File: config.mk
export PLATFORM = sky130hd
export DESIGN_NAME = infifo_dispatch
export DESIGN_NICKNAME = d
export VERILOG_FILES = /design/src/rtl/infifo_dispatch_pkg.sv /design/src/rtl/infifo_dispatch_rr_thread_picker.sv /design/src/rtl/infifo_dispatch.sv
export SDC_FILE = /design/constraint.sdc
export NUM_CORES = 1
export LEC_CHECK = 0
export CORE_MARGIN = 4
export CORE_UTILIZATION = 42
export CTS_CLUSTER_SIZE = 14
export DETAILED_ROUTE_END_ITERATION = 8
export PLACE_DENSITY = 0.8
export SYNTH_ARGS = -nofsm -noshare
export SYNTH_HDL_FRONTEND = slang
export SYNTH_SLANG_ARGS = --single-unit
File: constraint.sdc
create_clock -name clk -period 7.2 [get_ports clk]
set_input_delay 1.08 -clock clk [delete_from_list [all_inputs] [get_ports clk]]
set_output_delay 1.08 -clock clk [all_outputs]
set_load 0.005 [all_outputs]
File: src/rtl/infifo_dispatch_pkg.sv
// Shared definitions for the input-FIFO packet dispatcher: FSM encoding,
// thread-select width and default thread count.
package infifo_dispatch_pkg;

    localparam int THREAD_SEL_W    = 3;
    localparam int DEF_NUM_THREADS = 8;

    typedef enum logic [1:0] {
        ST_IDLE   = 2'd0,
        ST_RECV   = 2'd1,
        ST_DRAIN  = 2'd2,
        ST_NOTIFY = 2'd3
    } disp_state_e;

endpackage

File: src/rtl/infifo_dispatch_rr_thread_picker.sv
// Combinational round-robin search: first set bit of `free`, scanning
// upward from last_grant+1 with wrap-around.
module rr_thread_picker
    import infifo_dispatch_pkg::*;
#(
    parameter int NUM_THREADS = DEF_NUM_THREADS
) (
    input  logic [NUM_THREADS-1:0]  free,
    input  logic [THREAD_SEL_W-1:0] last_grant,
    output logic                    found,
    output logic [THREAD_SEL_W-1:0] index
);

    // Scan from the farthest candidate to the nearest so the nearest wins.
    always_comb begin
        found = 1'b0;
        index = '0;
        for (int k = NUM_THREADS; k >= 1; k--) begin
            if (free[(int'(last_grant) + k) % NUM_THREADS]) begin
                found = 1'b1;
                index = THREAD_SEL_W'((int'(last_grant) + k) % NUM_THREADS);
            end
        end
    end

endmodule

File: src/rtl/infifo_dispatch.sv
// Packet dispatcher in front of the thread input FIFOs: grants a free thread
// round-robin, streams the packet's words, then pulses enable_cpu_out.
// Optional length limit: define INFIFO_DISPATCH_MAXLEN_EN.
module infifo_dispatch
    import infifo_dispatch_pkg::*;
#(
    parameter int NUM_THREADS = DEF_NUM_THREADS,
    parameter int DATA_WIDTH  = 64,
    parameter int MAX_WORDS   = 256
) (
    input  logic                    clk,
    input  logic                    reset_n,
    input  logic [DATA_WIDTH-1:0]   in_data,
    input  logic                    in_wr,
    input  logic                    in_eop,
    output logic                    in_rdy,
    input  logic [NUM_THREADS-1:0]  thread_release,
    output logic [DATA_WIDTH-1:0]   out_data,
    output logic [THREAD_SEL_W-1:0] thread_sel,
    output logic                    firstword_out,
    output logic                    fifowrite_out,
    output logic                    enable_cpu_out,
    output logic [NUM_THREADS-1:0]  busy,
    output logic                    len_err
);

    if (NUM_THREADS < 1 || NUM_THREADS > (1 << THREAD_SEL_W) || MAX_WORDS < 1) begin : g_bad_cfg
        $error("infifo_dispatch: unsupported NUM_THREADS/MAX_WORDS");
    end

    disp_state_e              state, state_nxt;
    logic                     grant, accept, wr_ok, found, first_pend;
    logic [THREAD_SEL_W-1:0]  pick, last_grant;
    logic [NUM_THREADS-1:0]   busy_next, set_bit, free_mask;

    assign accept    = in_wr & in_rdy;
    // A release landing in the decision cycle already counts as free.
    assign busy_next = (busy & ~thread_release) | set_bit;
    assign free_mask = ~busy_next;

    rr_thread_picker #(.NUM_THREADS(NUM_THREADS)) u_picker (
        .free       (free_mask),
        .last_grant (last_grant),
        .found      (found),
        .index      (pick)
    );

    always_ff @(posedge clk or negedge reset_n) begin
        if (!reset_n) state <= ST_IDLE;
        else          state <= state_nxt;
    end

    always_comb begin
        state_nxt = state;
        case (state)
            ST_IDLE:   if (found) state_nxt = ST_RECV;
            ST_RECV:   if (accept && in_eop) state_nxt = ST_DRAIN;
            ST_DRAIN:  state_nxt = ST_NOTIFY;
            ST_NOTIFY: state_nxt = ST_IDLE;
            default:   state_nxt = ST_IDLE;
        endcase
    end

    always_comb begin
        in_rdy         = 1'b0;
        enable_cpu_out = 1'b0;
        grant          = 1'b0;
        set_bit        = '0;
        case (state)
            ST_IDLE:   grant = found;
            ST_RECV:   in_rdy = 1'b1;
            ST_NOTIFY: begin
                enable_cpu_out      = 1'b1;
                set_bit[thread_sel] = 1'b1;
            end
            default: ;
        endcase
    end

`ifdef INFIFO_DISPATCH_MAXLEN_EN
    localparam int CNT_W = $clog2(MAX_WORDS + 1);
    localparam logic [CNT_W-1:0] MAX_CNT = CNT_W'(MAX_WORDS);

    logic [CNT_W-1:0] word_cnt;
    logic             len_err_q;

    // Words past the limit are still consumed, just not written out.
    assign wr_ok   = (word_cnt != MAX_CNT);
    assign len_err = len_err_q;

    always_ff @(posedge clk or negedge reset_n) begin
        if (!reset_n) begin
            word_cnt  <= '0;
            len_err_q <= 1'b0;
        end else begin
            len_err_q <= accept & in_eop & ~wr_ok;
            if (grant)               word_cnt <= '0;
            else if (accept && wr_ok) word_cnt <= word_cnt + 1'b1;
        end
    end
`else
    assign wr_ok   = 1'b1;
    assign len_err = 1'b0;
`endif

    always_ff @(posedge clk or negedge reset_n) begin
        if (!reset_n) begin
            busy          <= '0;
            last_grant    <= THREAD_SEL_W'(NUM_THREADS - 1);
            thread_sel    <= '0;
            first_pend    <= 1'b0;
            out_data      <= '0;
            fifowrite_out <= 1'b0;
            firstword_out <= 1'b0;
        end else begin
            busy          <= busy_next;
            fifowrite_out <= 1'b0;
            firstword_out <= 1'b0;
            if (grant) begin
                thread_sel <= pick;
                last_grant <= pick;
                first_pend <= 1'b1;
            end
            if (accept) begin
                first_pend <= 1'b0;
                if (wr_ok) begin
                    out_data      <= in_data;
                    fifowrite_out <= 1'b1;
                    firstword_out <= first_pend;
                end
            end
        end
    end

endmodule

* Yosys cells after proc, flatten, opt, wreduce, memory -nomap -nowiden
Cells that the tools add are included.
** Word-level totals
- Register bits after elaboration :: 83
- Bits in latches :: 0
- Memory bits (writable) :: 0
- ROM bits :: 0
- Input port bits :: 76
- Logic and storage cells :: 110
- Memories kept :: 0
** Operators by class
- Add/subtract/negate cells :: 8
- $mul :: 0
- Divide/modulo/power cells :: 0
- Magnitude comparators :: 10
- Eq/ne operators :: 5
- Shift operators :: 0
- Mux-type cells :: 53
- Bitwise logic cells :: 13
- Reductions and logical operators :: 13
** Operators by type and width (count)
- $lt A4 B5 Y1 const B :: 8
- $mux W1 :: 32
- $bmux W1 S3 :: 8
- $mux W3 :: 8
- $reduce_or A3 Y1 :: 8
- $not A8 Y8 :: 2
- $add A3 B3 Y3 const B :: 4
- $and A1 B1 Y1 const A :: 8
- $and A8 B8 Y8 :: 1
- $mux W8 :: 1
- $or A8 B8 Y8 :: 1
- $pmux W2 S4 :: 1
- $add A3 B1 Y3 const B :: 2
- $add A3 B2 Y3 const B :: 2
- $eq A2 B2 Y1 const B :: 2
- $lt A3 B4 Y1 const B :: 1
- $mux W2 :: 2
- $ne A2 B2 Y1 const B :: 2
- $demux W1 S3 :: 1
- $ge A3 B1 Y1 const B :: 1
- $eq A2 B1 Y1 const B :: 1
- $logic_and A1 B1 Y1 :: 2
- $logic_not A2 Y1 :: 1
- $reduce_and A2 Y1 :: 1
- 2 further kinds :: 2

* Logic depth before layout (Yosys ltp)
Gate-level depths: netlist of the first run.
- Depth in word-level cells :: 21
- Mapped depth :: 14
- Gate-level depth less buffers :: 10

* Cells and area by module
From an unflattened synthesis of the first run, not the netlist that was laid out.
** Second synthesis, totals
- Cells, all modules :: 292
- Area total of the unflattened synthesis :: 4111.4 um^2
** Modules (own cells, without submodules)
- infifo_dispatch :: times used 1, cells each 215, area each 3437.0 um^2, sequential area each 2080.7 um^2
- rr_thread_picker :: times used 1, cells each 77, area each 674.4 um^2, sequential area each 0.0 um^2

* Least setup slack after synthesis of the first run
Ideal clock, no wire load.
- Path type :: reg-to-reg
- From :: register last_grant[0]
- To :: register state[1]
- Data arrival time :: 3.778 ns
- Data required time :: 7.075 ns
- Slack :: 3.297 ns
- Cell stages (with the launch flop) :: 13
- Path buffers :: 4
- Path through :: dfstp_2 -> clkbuf_1 -> inv_1 -> clkbuf_1 -> buf_1 -> ha_1 -> clkbuf_1 -> clkinv_1 -> mux4_2 -> mux2i_1 -> a2111oi_4 -> a21oi_2 -> mux2_4
** On the way
- Longest elaborated chain between the ends :: 14
- Elaborated cells on any way between the ends :: 42
** Ends and longest elaborated chain
- start: declaration :: RTL line infifo_dispatch.sv:33 : logic [THREAD_SEL_W-1:0] pick, last_grant;
- start signal: assignment :: RTL line infifo_dispatch.sv:109 : last_grant <= THREAD_SEL_W'(NUM_THREADS - 1);
- start signal: assignment :: RTL line infifo_dispatch.sv:121 : last_grant <= pick;
- $add A3 B1 Y3 :: RTL line infifo_dispatch_rr_thread_picker.sv:19 : if (free[(int'(last_grant) + k) % NUM_THREADS]) begin
- $bmux W1 S3 :: RTL line infifo_dispatch_rr_thread_picker.sv:19
- $mux W1 (not written as such) (2 in a row) :: RTL line infifo_dispatch_rr_thread_picker.sv:19
- $mux W1 (7 in a row) :: RTL line infifo_dispatch_rr_thread_picker.sv:19
- $mux W1 (*) :: RTL line infifo_dispatch_rr_thread_picker.sv:19
- $ne A2 B2 Y1 (no source line) (*)
- $reduce_and A2 Y1 (no source line) (*)
- end signal: assignment :: RTL line infifo_dispatch.sv:50 : else state <= state_nxt;
- end: declaration :: RTL line infifo_dispatch.sv:31 : disp_state_e state, state_nxt;
Mark *: on every way between the ends. The rest lies on a longest branch, timed or not. The select of a mux whose other input is x is not followed.
A chain may end at the register's enable or synchronous reset.

* Worst setup path in the final report of the first run
Same ends and word-level chain as after synthesis.

==> impl_metrics.json, run 1 <==
{
  "p_int_uw": 1730,
  "grt_use_total_pct": 21.6,
  "vdd_ir_drop_max_mv": 0.243,
  "start_util_pct": 43.2,
  "final_layout_size_suffix_gt1_share_pct": 22.6,
  "crit_chain": "inv_1 > ha_1 > clkinv_1 > mux4_2 > mux2i_1 > a2111oi_4 > a21oi_2 > mux2_4",
  "synth_top_area_cell": "dfrtp_1",
  "synth_edf_count": 0,
  "reg2reg_from": "last_grant[0]",
  "tns_ps": 0,
  "avgViaCountPerCell": 5.56,
  "synth_warnings": 0,
  "dpl.hpwl_um": 9100,
  "drtAntennaViolNets": 0,
  "cts_setup_buffers": 0,
  "grt_remaining_overflow": 0,
  "syn_inst": 330,
  "clkSinkCount": 83,
  "worst_pin_slew_ps": 1050,
  "slew_headroom_pct": 30.0,
  "drt-initial-drc-count": 176,
  "num_io_pins": 156,
  "synth_cell_types": 60,
  "fmax_ghz": 0.248,
  "postSynth.asyncResetShare_pct": 100,
  "syn-cell-area_mm2": 0.00423,
  "synth_fp_nets": 412,
  "fp-row-count": 36,
  "clockBufferDepth": 2,
  "p_sw_share_pct": 36.4,
  "cap_violations": 0,
  "cp_max_fo": 20,
  "ys_top_cells_by_area": "dfrtp_1 (47%), mux2_2 (18%), mux4_2 (7.5%)",
  "grt_pass1_wl_um": 19400,
  "grt_pass1_vias": 3720,
  "run_status": "finished, final reports clean",
  "finClkSkew_ps": 9.12,
  "crit_start": "last_grant[0]",
  "portBuffers": 154,
  "post-synth-top-area-fraction_pct": 47.4,
  "cts-resized-gates": 0,
  "synth_fa_ha_area_share_pct": 1.78,
  "syn_area_per_cell_um2": 12.8,
  "worstSkewPairLatency_ps": 350,
  "grt_max_degree": 84,
  "period_share_pct": 56.0,
  "min_path_type": "flop to flop",
  "slowest_stage": "dfstp_2",
  "wl_per_cell_um": 19.7,
  "comb_power_share_pct": 55.1,
  "gp_congestion": 0.925,
  "cts_tree": "yes",
  "dr.pass1.iters": 5,
  "crit_path_end_kind": "flop",
  "power_leakage_uw": 0.00244,
  "cts_htree_levels": 3,
  "synthXorXnorAreaFrac_pct": 0.622,
  "switchingPower_uw": 992,
  "worstHoldStart": "out_data[35]",
  "n_antenna_cell": 0,
  "finalSetupViolCount": 0,
  "die_y_um": 108,
  "synthSimpleGateAreaFrac_pct": 7.97,
  "max_stage_delay_ps": 770,
  "pwr-share-clk_pct": 12.6,
  "fin_nets": 559,
  "clockRootBuffer": "clkbuf_8",
  "p_total_uw": 2730,
  "yosysSeqAreaShare_pct": 49.2,
  "drv_slew": 0,
  "critPathKind": "flop to flop",
  "power.share.sequential_pct": 32.2,
  "p_per_area_mw_per_mm2": 449,
  "drc": 0,
  "crit_arrival_ps": 4270,
  "crit_required_ps": 7430,
  "die-area_mm2": 0.0117,
  "numCtsBuffers": 9,
  "dr_total_vias": 3419,
  "fin_crit_ps": 4030,
  "synthMuxAreaShare_pct": 26.6,
  "die_w_um": 108,
  "critPathLaunchType": "flop",
  "grt_antenna_before_repair": 0,
  "synth_top_family_by_area": "multiplexers",
  "synth_compound_gate_area_share_pct": 10.6,
  "synthFlopType": "dfrtp_1",
  "hold_violations": 0,
  "synth_seq_cells": 83,
  "drt-total-wl_um": 12100,
  "cts_hold_buf": 0,
  "clk_pin_slew_ps": 90,
  "rsz0062_at_grt": "false",
  "synthToLayoutAreaGrowth_pct": 43.6,
  "fill_cells": 778,
  "design.core.area_mm2": 0.00977
}
[per-layer routing]
layer / wire length (µm) / GRT usage (%) / vias to the layer above / share of wire, %
met3: 1690 / 11.1 / 15 / 14
met5: 0 / 0 / - / 0
met4: 186 / 6.58 / 0 / 1.5
li1: - / - / 1531 / -
met1: 4280 / 24.4 / 1675 / 35
met2: 5970 / 35.9 / 198 / 49
[cell families (layout without fill, tap and decap cells)]
| group | after synthesis | after routing |
|---|---|---|
| fa+ha+maj | 6 | 6 |
| simple gates | 60 | 60 |
| xor+xnor | 3 | 3 |
| flops | 83 | 83 |
| other cells | 1 | 1 |
| mux | 86 | 86 |
| buf+inv | 34 | 186 |
| compound gates | 57 | 57 |
[cells in the mapped netlist, types with 5 or more instances]
library cell and number:
nand3_1 10, clkbuf_1 16, dfrtp_1 80, nand2_1 10
o221ai_1 5, inv_1 14, a21oi_1 5, nand2b_1 5
mux2_2 67, ha_1 6, o21ai_0 9, nor2_1 12
mux4_2 14
[through the flow]
step,utilization [%],setup WS [ps],instances,cell area [µm²],hold WS [ps]
finish,62.1,3170,615,6070,512
global route,62.1,2840,615,6070,531
CTS,62.1,3200,615,6070,514
detailed placement,60.0,3220,599,5860,495
global placement,60.0,3300,599,5860,489
floorplan,-,3300,330,4230,490
[worst paths after layout]
| path | endpoint | slack (ps) | depth (start not counted) |
|---|---|---|---|
| setup / recovery | state[1] | 3170 | 8 |
| hold / removal | out_data[35] | 510 | 1 |
| setup reg to reg | state[1] | 3170 | 8 |
| hold reg to reg | out_data[35] | 510 | 1 |
| max in group asynchronous | thread_sel[2] | 5620 | 1 |
| min in group asynchronous | out_data[1] | 880 | 1 |
[power groups by stage]
stage | Combinational (µW) | Sequential [µW] | Clock [µW]
finish | 1500 | 879 | 344
global route | 1620 | 917 | 376
CTS | 1500 | 881 | 355
detailed placement | 1490 | 885 | 0
global placement | 1470 | 872 | 0
floorplan | 826 | 842 | 0
[flip-flops by register name, summed over array words and instances, names as in the netlist]
signal,flops
busy,8
fifowrite_out,1
first_pend,1
firstword_out,1
last_grant,3
out_data,64
state,2
thread_sel,3
[critical path, delay by kind of cell (launching register included)]
family	cells	cell delay [ps]
fa+ha+maj	1	650
buf+inv	2	720
flops	1	770
mux	3	1400
compound gates	2	360
[cell type report]
cell class / count / area [µm²] / share of cell area (%)
multi-input cells: 213 / 2010 / 33.2
clock inverters: 6 / 65.1 / 1.07
repair buffers: 155 / 1550 / 25.5
flip-flops and latches: 83 / 2080 / 34.3
well taps: 133 / 166 / 2.74
inverters: 15 / 56.3 / 0.928
clock buffers: 10 / 138 / 2.27
[layout by cell type (no fill, tap or decap), drive strengths merged, types with 3 or more instances in the layout]
cell type and count:
dfstp 3, ha 6, and2 5, nand3 10
nand2 10, mux4 14, mux2 68, nand2b 5
inv 14, clkinv 5, nor3 3, clkdlybuf4s50 153
a21boi 3, a211oi 3, a2bb2oi 3, nand4 3
dfrtp 80, mux2i 4, clkbuf 10, o221ai 5
nor2 12, a21oi 6, o21ai 9
No activity file was read; power rests on OpenSTA's default activity.
==> run 2: changes to the inputs <==
==> constraint.sdc (replaced) <==
create_clock -name clk -period 4.1 [get_ports clk]
set_input_delay 0.615 -clock clk [delete_from_list [all_inputs] [get_ports clk]]
set_output_delay 0.615 -clock clk [all_outputs]
set_load 0.005 [all_outputs]
==> impl_metrics.json, run 2 (synthesized netlist as in run 1, its figures left out) <==
{
  "fp-row-count": 36,
  "finClkSkew_ps": 12.1,
  "reg2reg_from": "state[0]",
  "grt_antenna_before_repair": 0,
  "worst_pin_slew_ps": 1010,
  "drtAntennaViolNets": 0,
  "num_io_pins": 156,
  "reg2reg_depth": 9,
  "design.core.area_mm2": 0.00977,
  "clkSinkCount": 83,
  "cts_setup_buffers": 0,
  "clockBufferDepth": 2,
  "layout_common_cells": "clkdlybuf4s50_1 (153), dfrtp_1 (80), mux2_2 (67)",
  "drt-total-wl_um": 12100,
  "final_common_cell": "clkdlybuf4s50_1",
  "r2r_end": "state[1]",
  "fin_crit_ps": 3590,
  "grt_max_degree": 84,
  "cp_max_fo": 8,
  "grt_pass1_wl_um": 19300,
  "power_leakage_uw": 0.00248,
  "cts_htree_levels": 3,
  "dpl.hpwl_um": 9220,
  "rsz0062_at_grt": "false",
  "clockRootBuffer": "clkbuf_8",
  "start_util_pct": 43.2,
  "drc": 0,
  "grt_pass1_vias": 3751,
  "die-area_mm2": 0.0117,
  "worstSkewPairLatency_ps": 350,
  "portBuffers": 154,
  "grt_remaining_overflow": 0,
  "fmax_ghz": 0.278,
  "period_share_pct": 87.6,
  "cts-resized-gates": 0,
  "synthToLayoutAreaGrowth_pct": 45.4,
  "fin_nets": 565,
  "hold_violations": 0,
  "cts_hold_buf": 0,
  "p_per_area_mw_per_mm2": 799,
  "clk_pin_slew_ps": 90,
  "cap_violations": 0,
  "n_antenna_cell": 0,
  "crit_arrival_ps": 3820,
  "gp_congestion": 0.912,
  "crit_end": "state[1]",
  "crit_start": "state[0]",
  "hold_slack_ps": 425,
  "die_w_um": 108,
  "avgViaCountPerCell": 5.54,
  "critPathLaunchType": "flop",
  "dr_total_vias": 3441,
  "die_y_um": 108,
  "drt-initial-drc-count": 192,
  "tns_ps": 0,
  "preCtsSetupSlack_ps": 499,
  "largestRegisters": "out_data x64, busy x8",
  "vdd_ir_drop_max_mv": 0.391,
  "grt_use_total_pct": 21.4,
  "drv_slew": 0,
  "finalSetupViolCount": 0,
  "largest_register_ffs": 64,
  "slew_headroom_pct": 32.5,
  "crit_path_end_kind": "flop",
  "final_layout_size_suffix_gt1_share_pct": 23.6,
  "cts_tree": "yes",
  "critPathKind": "flop to flop",
  "min_path_type": "input port to async pin",
  "dr.pass1.iters": 5,
  "wl_per_cell_um": 19.5,
  "r2r_slack_ps": 510,
  "crit_required_ps": 4330,
  "run_status": "finished, final reports clean",
  "largest_register": "out_data",
  "numCtsBuffers": 9,
  "worst_slack_ps": 509
}
-- run 2: cell count changes in the layout (fill, tap and decap cells not counted) --
cell / previous run / this run
buf_4: 2 / 8
bufinv_16: 1 / 2
clkinv_2: 2 / 0
clkinv_4: 2 / 0
clkinvlp_4: 1 / 2
inv_6: 0 / 1
inv_8: 0 / 1
-- run 2: worst max-delay path: stages, from the launching register on --
cell and delay, ps:
dfrtp_1 410, ha_1 320, or4bb_1 530, and2_1 200, mux4_2 510, and2_1 200, or3_4 400, a2111oi_4 480
a21oi_2 130, mux2_4 310
-- run 2: cell type report --
type	instances	area (µm²)
fill	774	3630
sequential	83	2080
timing repair buffer	161	1590
clock inverter	6	95.1
inverter	15	56.3
clock buffer	10	138
tap	133	166
multi-input combinational	213	2010
-- run 2: metrics by stage --
step	total power [µW]	area (µm²)	util, %	cells
after CTS	4940	6140	62.8	621
after global routing	5240	6140	62.8	621
after global placement	4170	5910	60.5	605
after floorplan	2930	4230	-	330
after detailed placement	4230	5910	60.5	605
final	4910	6140	62.8	621
-- run 2: power breakdown --
group | internal [µW] | switching, µW
Sequential | 1230 | 283
Combinational | 1550 | 1160
Clock | 366 | 317
Total | 3150 | 1760
-- run 2: per-layer routing --
metal	track usage [%]	part of all wire, %	up-vias
li1	-	-	1542
met1	22.9	35	1712
met2	37.2	50	168
met3	10.6	12	19
met4	6.58	2.1	0
met5	0	0	-
-- run 2: worst min-delay path by stage --
stage	start	end	slack [ps]
2_1_floorplan	reset_n	busy[0]	320
3_3_place_gp	out_data[55]	out_data[55]	490
3_5_place_dp	out_data[56]	out_data[56]	490
4_1_cts	reset_n	out_data[2]	480
5_1_grt	reset_n	out_data[2]	520
6_report	reset_n	out_data[10]	420
==> run 3: changes to the inputs <==
--- a/config.mk
+++ b/config.mk
@@ -9,7 +9,9 @@
 export CORE_UTILIZATION = 42
 export CTS_CLUSTER_SIZE = 14
 export DETAILED_ROUTE_END_ITERATION = 8
-export PLACE_DENSITY = 0.8
+export DONT_BUFFER_PORTS = 1
+export PLACE_DENSITY = 0.6
 export SYNTH_ARGS = -nofsm -noshare
 export SYNTH_HDL_FRONTEND = slang
+export SYNTH_HIERARCHICAL = 1
 export SYNTH_SLANG_ARGS = --single-unit
==> impl_metrics.json, run 3 <==
{
  "run_status": "finished, final reports clean",
  "grt_use_total_pct": 14.6,
  "min_path_type": "input port to async pin",
  "yosysMostFrequentCell": "dfrtp_1",
  "largest_register": "out_data",
  "dr.pass1.iters": 4,
  "design.core.area_mm2": 0.00937,
  "grt_pass1_vias": 2548,
  "drt-initial-drc-count": 109,
  "slew_headroom_pct": 27.7,
  "grt_remaining_overflow": 0,
  "fin_nets": 374,
  "hold_violations": 0,
  "layout_common_cells": "dfrtp_1 (80), mux2_4 (50), inv_1 (24)",
  "fmax_ghz": 0.294,
  "synth_fp_nets": 375,
  "syn_inst": 292,
  "drc": 0,
  "final_common_cell": "dfrtp_1",
  "clockBufferDepth": 2,
  "ys_top_cells_by_area": "dfrtp_1 (49%), mux2_4 (18%), mux2_2 (6.3%)",
  "portBuffers": 0,
  "die-area_mm2": 0.0114,
  "drt-total-wl_um": 8370,
  "ys_top_cells_by_count": "dfrtp_1 (80), mux2_4 (50), inv_1 (24)",
  "fin_crit_ps": 3400,
  "cts-resized-gates": 0,
  "crit_arrival_ps": 3620,
  "largest_register_ffs": 64,
  "largestRegisters": "out_data x64, busy x8",
  "dpl.hpwl_um": 5960,
  "post_dp_cell_area_mm2": 0.00416,
  "crit_required_ps": 4320,
  "clkSinkCount": 83,
  "die_y_um": 107,
  "fill_cells": 874,
  "clk_pin_slew_ps": 80,
  "cts_tree": "yes",
  "avgViaCountPerCell": 5.44,
  "start_util_pct": 43.9,
  "synth_seq_cells": 83,
  "period_share_pct": 82.9,
  "tns_ps": 0,
  "dr_total_vias": 2311,
  "synthToLayoutAreaGrowth_pct": 6.85,
  "p_per_area_mw_per_mm2": 809,
  "critPathLaunchType": "flop",
  "power_leakage_uw": 0.00213,
  "n_antenna_cell": 0,
  "rsz0062_at_grt": "false",
  "grt_pass1_wl_um": 13200,
  "synth_top_area_cell": "dfrtp_1",
  "critPathKind": "flop to flop",
  "die_w_um": 107,
  "synth_cell_types": 40,
  "grt_antenna_before_repair": 0,
  "drv_slew": 0,
  "design_area_mm2": 0.00439,
  "worst_pin_slew_ps": 1080,
  "clockRootBuffer": "clkbuf_8",
  "synth_warnings": 6,
  "postSynth.asyncResetShare_pct": 100,
  "gp_congestion": 0.910,
  "grt_max_degree": 81,
  "fp-row-count": 35,
  "post-synth-top-area-fraction_pct": 48.7,
  "r2r_slack_ps": 700,
  "yosysSeqAreaShare_pct": 50.6,
  "final_layout_size_suffix_gt1_share_pct": 35.1,
  "cp_max_fo": 16,
  "cts_htree_levels": 3,
  "worstSkewPairLatency_ps": 340,
  "numCtsBuffers": 9,
  "num_io_pins": 156,
  "finClkSkew_ps": 12.5,
  "vdd_ir_drop_max_mv": 0.290,
  "syn-cell-area_mm2": 0.00411,
  "cap_violations": 0,
  "drtAntennaViolNets": 0,
  "syn_area_per_cell_um2": 14.1,
  "crit_path_end_kind": "flop",
  "wl_per_cell_um": 19.7,
  "finalSetupViolCount": 0,
  "synth_edf_count": 0,
  "synthFlopType": "dfrtp_1"
}
-- run 3: area by class of cell --
| class | count | area, µm² | share of cell area [%] |
|---|---|---|---|
| well taps | 129 | 161 | 3.67 |
| multi-input cells | 172 | 1830 | 41.6 |
| inverters | 24 | 90.1 | 2.05 |
| clock inverters | 6 | 70.1 | 1.59 |
| flip-flops and latches | 83 | 2080 | 47.4 |
| repair buffers | 1 | 27.5 | 0.627 |
| clock buffers | 10 | 138 | 3.13 |
-- run 3: what timing repair did --
item / 4_1_cts / 5_1_grt
hold buffers: 1 / 0
buffers inserted: 0 / 0
hold endpoints to repair: 80 / 0
-- run 3: power by group --
part | switching, µW | internal [µW]
logic | 532 | 807
clock network | 302 | 304
registers | 390 | 1220
-- run 3: layer usage --
metal	up-vias	part of all wire (%)	track usage, %	wire [µm]
li1	1024	-	-	-
met1	1147	40	17.8	3340
met2	129	49	23.7	4080
met3	11	9.8	5.90	822
met4	0	1.5	4.84	123
met5	-	0	0	0
-- run 3: per-stage QoR --
step                setup WS, ps  hold WS, ps  total power [µW]  util (%)  cells
floorplan                    875          319              2710         -    292
finish                       701          115              3560      46.9    425
global route                 442         79.5              3800      46.9    425
global placement             722          321              2940      44.4    408
CTS                          693         92.4              3600      46.9    425
detailed placement           703          321              2960      44.4    408
-- run 3: cell families after synthesis --
logic type,synth area share (%)
AOI/OAI and AO/OA,6.57
xor gates and xnor gates,0.639
adders and majority gates,2.13
buffers and inverters,5.17
DFF,50.6
muxes,30.2
other,0.0912
and+or+nand+nor,4.63
-- run 3: path summary, 6_finish.rpt --
| path | startpoint | endpoint | depth (start not counted) |
|---|---|---|---|
| worst max-delay path | last_grant[0] | state[1] | 9 |
| worst min-delay path | reset_n | last_grant[0] | 0 |
| worst max register to register | last_grant[0] | state[1] | 9 |
| worst min register to register | first_pend | first_pend | 2 |
| max in group asynchronous | reset_n | out_data[38] | 1 |
| min in group clk | in_data[14] | out_data[14] | 1 |
-- run 3: worst max-delay path: stages (launching register included) --
cell	delay (ps)
dfstp_2	750
inv_1	80
ha_1	490
mux4_2	620
mux2_4	320
nor4_1	270
nand3_1	210
nor2b_1	170
a21oi_1	80
mux2_2	290
